--- src/rtl/cam_request_controller.sv ---
// rtl/cam_request_controller.sv - request sequencer for a CAM_Array-style content-addressable memory
//
// Purpose
//   Accepts search / write / invalidate requests from one requester over a
//   valid-ready port. Writes are placed in the lowest-index free row. The
//   controller drives the search word, the don't-care mask and one-hot row
//   write enables into the array, and returns the lowest-index valid match
//   or the allocated row over a valid-ready response port.
//   Request flow: IDLE -> EXEC -> (WAIT, searches only) -> RESP -> IDLE.
//
// Configuration
//   CAM_CTRL_REPLACE_EN  defined: a write to a full array overwrites the row
//                        selected by a round-robin victim pointer.
//                        undefined: a write to a full array is rejected
//                        with rsp_err = 1.
//
// Ports
//   clk, rst            clock, synchronous active-high reset
//   req_*               request channel (op 00 search, 01 write,
//                       10 invalidate, 11 reserved)
//   rsp_*               response channel (hit, index, err)
//   cam_we              one-hot row write enable to the array
//   cam_search_word     search key or write data to the array
//   cam_dont_care_mask  search don't-care bits to the array (1 = ignore)
//   cam_match           match vector from the array, MATCH_LAT cycles
//                       after word/mask are driven
//   full, count         occupancy of the valid bitmap
module cam_request_controller #(
  parameter int CAM_DEPTH = 8,
  parameter int CAM_WIDTH = 8,
  parameter int IDX_W     = $clog2(CAM_DEPTH),
  parameter int MATCH_LAT = 1
) (
  input  logic                 clk,
  input  logic                 rst,
  input  logic                 req_valid,
  output logic                 req_ready,
  input  logic [1:0]           req_op,
  input  logic [CAM_WIDTH-1:0] req_word,
  input  logic [CAM_WIDTH-1:0] req_mask,
  input  logic [IDX_W-1:0]     req_index,
  output logic                 rsp_valid,
  input  logic                 rsp_ready,
  output logic                 rsp_hit,
  output logic [IDX_W-1:0]     rsp_index,
  output logic                 rsp_err,
  output logic [CAM_DEPTH-1:0] cam_we,
  output logic [CAM_WIDTH-1:0] cam_search_word,
  output logic [CAM_WIDTH-1:0] cam_dont_care_mask,
  input  logic [CAM_DEPTH-1:0] cam_match,
  output logic                 full,
  output logic [IDX_W:0]       count
);

  localparam logic [1:0] OP_SEARCH = 2'b00;
  localparam logic [1:0] OP_WRITE  = 2'b01;
  localparam logic [1:0] OP_INVAL  = 2'b10;
  localparam int         WAIT_W    = (MATCH_LAT > 1) ? $clog2(MATCH_LAT) : 1;
  localparam logic [CAM_DEPTH-1:0] ROW0 = {{(CAM_DEPTH-1){1'b0}}, 1'b1};

  typedef enum logic [1:0] {IDLE, EXEC, WAIT, RESP} state_t;

  state_t                state_q, state_d;
  logic [CAM_DEPTH-1:0]  valid_q, valid_d;
  logic [1:0]            op_q, op_d;
  logic [IDX_W-1:0]      index_q, index_d;
  logic [IDX_W-1:0]      alloc_q, alloc_d;
  logic                  werr_q, werr_d;
  logic [WAIT_W-1:0]     wait_cnt_q, wait_cnt_d;
  logic                  req_ready_d, rsp_valid_d, rsp_hit_d, rsp_err_d;
  logic [IDX_W-1:0]      rsp_index_d;
  logic [CAM_DEPTH-1:0]  cam_we_d;
  logic [CAM_WIDTH-1:0]  word_d, mask_d;
  logic [CAM_DEPTH-1:0]  match_v;
  logic [IDX_W-1:0]      free_idx;
  logic                  accept, wait_last;
`ifdef CAM_CTRL_REPLACE_EN
  logic [IDX_W-1:0]      victim_q, victim_d;
`endif

  // Lowest set bit; the downward scan lets the lowest index win.
  function automatic logic [IDX_W-1:0] lowest_set(input logic [CAM_DEPTH-1:0] v);
    logic [IDX_W-1:0] r;
    r = '0;
    for (int i = CAM_DEPTH - 1; i >= 0; i--) begin
      if (v[i]) r = IDX_W'(i);
    end
    return r;
  endfunction

  function automatic logic [IDX_W:0] popcount(input logic [CAM_DEPTH-1:0] v);
    logic [IDX_W:0] n;
    n = '0;
    for (int i = 0; i < CAM_DEPTH; i++) begin
      n = n + {{IDX_W{1'b0}}, v[i]};
    end
    return n;
  endfunction

  assign accept    = req_valid & req_ready;
  assign match_v   = cam_match & valid_q;
  assign free_idx  = lowest_set(~valid_q);
  assign wait_last = (wait_cnt_q == WAIT_W'(MATCH_LAT - 1));

  // State register
  always_ff @(posedge clk) begin
    if (rst) state_q <= IDLE;
    else     state_q <= state_d;
  end

  // Next-state logic
  always_comb begin
    state_d = state_q;
    case (state_q)
      IDLE:    if (accept) state_d = EXEC;
      EXEC:    state_d = (op_q == OP_SEARCH) ? WAIT : RESP;
      WAIT:    if (wait_last) state_d = RESP;
      RESP:    if (rsp_ready) state_d = IDLE;
      default: state_d = IDLE;
    endcase
  end

  // Output logic: next values for every registered output and the bitmap.
  always_comb begin
    valid_d     = valid_q;
    op_d        = op_q;
    index_d     = index_q;
    alloc_d     = alloc_q;
    werr_d      = werr_q;
    wait_cnt_d  = wait_cnt_q;
    cam_we_d    = '0;
    word_d      = cam_search_word;
    mask_d      = cam_dont_care_mask;
    rsp_valid_d = rsp_valid;
    rsp_hit_d   = rsp_hit;
    rsp_index_d = rsp_index;
    rsp_err_d   = rsp_err;
    req_ready_d = (state_d == IDLE);
`ifdef CAM_CTRL_REPLACE_EN
    victim_d    = victim_q;
`endif
    case (state_q)
      IDLE: begin
        if (accept) begin
          op_d    = req_op;
          index_d = req_index;
          alloc_d = '0;
          werr_d  = 1'b0;
          if (req_op == OP_SEARCH) begin
            word_d = req_word;
            mask_d = req_mask;
          end else if (req_op == OP_WRITE) begin
            word_d = req_word;
            mask_d = '0;
            // The write pulse is registered here so it is high exactly
            // during EXEC; the row is marked valid on the same edge.
            if (!(&valid_q)) begin
              cam_we_d          = ROW0 << free_idx;
              valid_d[free_idx] = 1'b1;
              alloc_d           = free_idx;
            end else begin
`ifdef CAM_CTRL_REPLACE_EN
              cam_we_d = ROW0 << victim_q;
              alloc_d  = victim_q;
              victim_d = victim_q + 1'b1;  // DEPTH is a power of 2: wraps to 0
`else
              werr_d   = 1'b1;
`endif
            end
          end
        end
      end
      EXEC: begin
        wait_cnt_d = '0;
        rsp_hit_d  = 1'b0;
        case (op_q)
          OP_SEARCH: ;
          OP_WRITE: begin
            rsp_index_d = alloc_q;
            rsp_err_d   = werr_q;
          end
          OP_INVAL: begin
            rsp_index_d      = index_q;
            rsp_err_d        = ~valid_q[index_q];
            valid_d[index_q] = 1'b0;
          end
          default: begin
            rsp_index_d = '0;
            rsp_err_d   = 1'b1;
          end
        endcase
        if (op_q != OP_SEARCH) rsp_valid_d = 1'b1;
      end
      WAIT: begin
        if (wait_last) begin
          rsp_valid_d = 1'b1;
          rsp_hit_d   = |match_v;
          rsp_index_d = lowest_set(match_v);
          rsp_err_d   = 1'b0;
        end else begin
          wait_cnt_d = wait_cnt_q + 1'b1;
        end
      end
      RESP: begin
        if (rsp_ready) begin
          rsp_valid_d = 1'b0;
          rsp_hit_d   = 1'b0;
          rsp_index_d = '0;
          rsp_err_d   = 1'b0;
        end
      end
      default: ;
    endcase
  end

  always_ff @(posedge clk) begin
    if (rst) begin
      valid_q            <= '0;
      op_q               <= '0;
      index_q            <= '0;
      alloc_q            <= '0;
      werr_q             <= 1'b0;
      wait_cnt_q         <= '0;
      req_ready          <= 1'b0;
      rsp_valid          <= 1'b0;
      rsp_hit            <= 1'b0;
      rsp_index          <= '0;
      rsp_err            <= 1'b0;
      cam_we             <= '0;
      cam_search_word    <= '0;
      cam_dont_care_mask <= '0;
      count              <= '0;
      full               <= 1'b0;
`ifdef CAM_CTRL_REPLACE_EN
      victim_q           <= '0;
`endif
    end else begin
      valid_q            <= valid_d;
      op_q               <= op_d;
      index_q            <= index_d;
      alloc_q            <= alloc_d;
      werr_q             <= werr_d;
      wait_cnt_q         <= wait_cnt_d;
      req_ready          <= req_ready_d;
      rsp_valid          <= rsp_valid_d;
      rsp_hit            <= rsp_hit_d;
      rsp_index          <= rsp_index_d;
      rsp_err            <= rsp_err_d;
      cam_we             <= cam_we_d;
      cam_search_word    <= word_d;
      cam_dont_care_mask <= mask_d;
      // Occupancy follows the bitmap one cycle later.
      count              <= popcount(valid_q);
      full               <= &valid_q;
`ifdef CAM_CTRL_REPLACE_EN
      victim_q           <= victim_d;
`endif
    end
  end

endmodule

--- config.mk ---
export PLATFORM = sky130hd
export DESIGN_NAME = cam_request_controller
export DESIGN_NICKNAME = d
export VERILOG_FILES = /design/src/rtl/cam_request_controller.sv
export SDC_FILE = /design/constraint.sdc
export NUM_CORES = 1
export LEC_CHECK = 0
export ABC_CLOCK_PERIOD_IN_PS = 3860
export CORE_MARGIN = 2
export CORE_UTILIZATION = 48
export CTS_CLUSTER_DIAMETER = 100
export CTS_CLUSTER_SIZE = 24
export DETAILED_ROUTE_END_ITERATION = 6
export PLACE_DENSITY_LB_ADDON = 0.05
export SLEW_MARGIN = 15
export SYNTH_ARGS = -nofsm -noshare
export SYNTH_HDL_FRONTEND = slang
export SYNTH_SLANG_ARGS = --single-unit
--- constraint.sdc ---
create_clock -name clk -period 3.86 [get_ports clk]
set_input_delay 0.772 -clock clk [delete_from_list [all_inputs] [get_ports clk]]
set_output_delay 0.772 -clock clk [all_outputs]
set_load 0.1 [all_outputs]
==> run metrics <==
Num CTS Buffers 5; Post-CTS Resized 0; initial core utilization 0.5070; Worst Setup End Kind flop; Clk Latency, worst-skew pair 0.31 ns; nets@finish 425; hpwl dp 4660 um; Place WS 0.9132 ns; DRT Pass-1 Iters 4; largest net degree at the start of global routing 21; RSZ-0062 raised after global routing false; GP Congestion 0.8561; Hold Path Class flop to flop; Sum Neg Setup Slack 0 ns; fraction of the mapped netlist area in compound gates 0.1958; skew final 0.004426 ns; most common cell after layout, fill and taps aside clkdlybuf4s50_1; Slew headroom 0.3383; Placed Area 3339 um^2; vias in the first global route 2295; crit share post-route 0.7639; Final Core Density 0.6649; row cnt 26; Syn. warnings 0; adder-cell area share of the yosys netlist 0.06828; peak fanout along the critical path 10; area of the core 5205 um^2; Max Slew Vio Count 0; Port Buffers 68; setup ws final 0.9114 ns; Syn Area/Cell 8.221 um^2; most frequent cells in the layout clkdlybuf4s50_1, dfxtp_1, nand2_1; die height 78.15 um; CTS Buffer Depth 2; vias 2456; Synth Register Bits 55; antenna cells 0; clock slew at reported path FFs 0.10 ns; die area 6107 um^2; CP startpoint kind flop; CP dominant cell by count fa_1; DR DRC count 0; final hold vios 0; CP peak stage delay 0.55 ns; Sink Count 55; Post-Synth Simple-Gate Area 0.2399; post-synthesis instance area 2639 um^2; Seq/Total Area, Yosys 0.4173; EDFF count, synth 0; library cells used by synthesis 52; Finished Cell Area 3461 um^2; 1st-iter DRT viols 157; cts-stage hold buffer count 0; CP max-delay cell dfxtp_1; Layout area overhead 31.15%; crit path time final 2.949 ns; fmax 0.3391 GHz; critical path, cell by cell fa_1 -> inv_1 -> fa_1 -> fa_1 -> inv_1 -> ha_1 -> inv_1 -> fa_1 -> xor2_1 -> nor2_1; LEAKAGE 1.181 nW; GRT overflow 0; number of fill cells 478; combinational family with the most area after synthesis simple AND/OR/NAND/NOR gates; die width 78.15 um; TritonCTS clock tree yes; routed wire length 6318 um; I/O pin count 69; Routed WL per cell 14.01 um; WP data arrival 3.15 ns; post-synthesis mux area share 0.01138; Main synth FF type dfxtp_1; ratio of cells with drive above 1 in the final layout 0.05512; VDD IR-drop max 209.6 uV; Root Buffer clkbuf_8; post-synthesis cell count 321; Power Density 391.3 nW/um^2; status finished clean; total power 1.354 mW; initial antenna violation count 0; slew at the pin with the worst max-slew slack 0.9894 ns; Worst Path Required 4.06 ns; CP Buf/Inv Count 3; Routed Antenna Nets 0; Storage cell area 1101 um^2; multi-input logic area 1369 um^2; total track usage 0.2168; Setup Crit Path Kind flop to flop; first-pass GRT wire length 10650 um; H-tree depth 2; Synth Area in XOR/XNOR 0.003319; CP top delay family adder cells; syn nets 366; max-cap violations 0; endpoints failing setup 0; post-CTS setup buffer count 0; ys async rst share 0; vias per cell 5.446
worst paths after layout:
path | depth (start not counted) | to | start | slack, ns
worst max-delay path | 10 | count[2] | valid_q[3] | 0.91
worst min register to register | 2 | alloc_q[2] | alloc_q[2] | 0.46
worst min-delay path | 2 | alloc_q[2] | alloc_q[2] | 0.46
worst max register to register | 10 | count[2] | valid_q[3] | 0.91
kinds of logic after synthesis:
family | Yosys count
AO/OA/AOI/OAI | 80
multiplexers | 3
buffers and inverters | 41
XOR/XNOR | 1
AND/OR/NAND/NOR | 129
flip-flops | 55
adder cells (fa/ha/maj) | 12
report_power, final:
group / switching, mW / internal [mW] / total (mW)
registers: 0.0345 / 0.593 / 0.628
clock network: 0.197 / 0.214 / 0.410
logic: 0.212 / 0.104 / 0.316
area by class of cell:
class,count,area share
tap,70,0.02531
timing repair buffer,70,0.2010
multi-input combinational,225,0.3955
clock buffer,6,0.02386
sequential,55,0.3182
clock inverter,2,0.01121
inverter,23,0.02495
tightest hold or removal path, delay by kind of cell (launching register included):
| kind | cells | cell delay, ns |
|---|---|---|
| and+or+nand+nor | 2 | 0.10 |
| DFF | 1 | 0.32 |
registers in the layout (all words and copies together) (netlist names), 2 cells and up:
signal,flops
valid_q,8
index_q,3
cam_dont_care_mask,8
rsp_index,3
count,4
op_q,2
cam_we,8
alloc_q,3
cam_search_word,8
state_q,2
cells in the mapped netlist, types with 2 or more instances:
master,n,area [um^2]
nor3_2,2,20.02
clkbuf_1,6,22.52
inv_1,22,82.58
buf_2,8,40.04
o211ai_1,2,15.01
nand3b_1,2,15.01
nor3b_1,4,30.03
a222oi_1,2,20.02
a311oi_1,2,17.52
fa_1,4,80.08
o21ai_0,11,55.05
nor2b_1,2,12.51
a21oi_1,35,175.2
nor3_1,6,30.03
a211oi_1,4,30.03
a31oi_1,3,18.77
nand2b_1,7,43.79
mux2i_1,3,30.03
nand3_1,14,70.07
a22oi_1,9,67.56
ha_1,8,100.1
nor2_1,27,101.4
nand4_1,2,12.51
nor2_2,2,12.51
o221a_2,2,22.52
buf_1,2,7.510
nand2_1,51,191.4
dfxtp_1,55,1101
metal layers:
| layer | GRT usage | wire (um) | up-vias |
|---|---|---|---|
| met4 | 0.05965 | 96 | 0 |
| li1 | - | - | 1225 |
| met3 | 0.05862 | 529 | 11 |
| met5 | 0 | 0 | - |
| met1 | 0.2864 | 2818 | 1131 |
| met2 | 0.3500 | 2874 | 89 |
stage by stage:
step	instances	hold WS (ns)
floorplan	321	0.4337
global placement	443	0.4371
detailed placement	443	0.4454
CTS	451	0.4599
global route	451	0.4734
finish	451	0.4576
(Power assumes the default switching activity.)
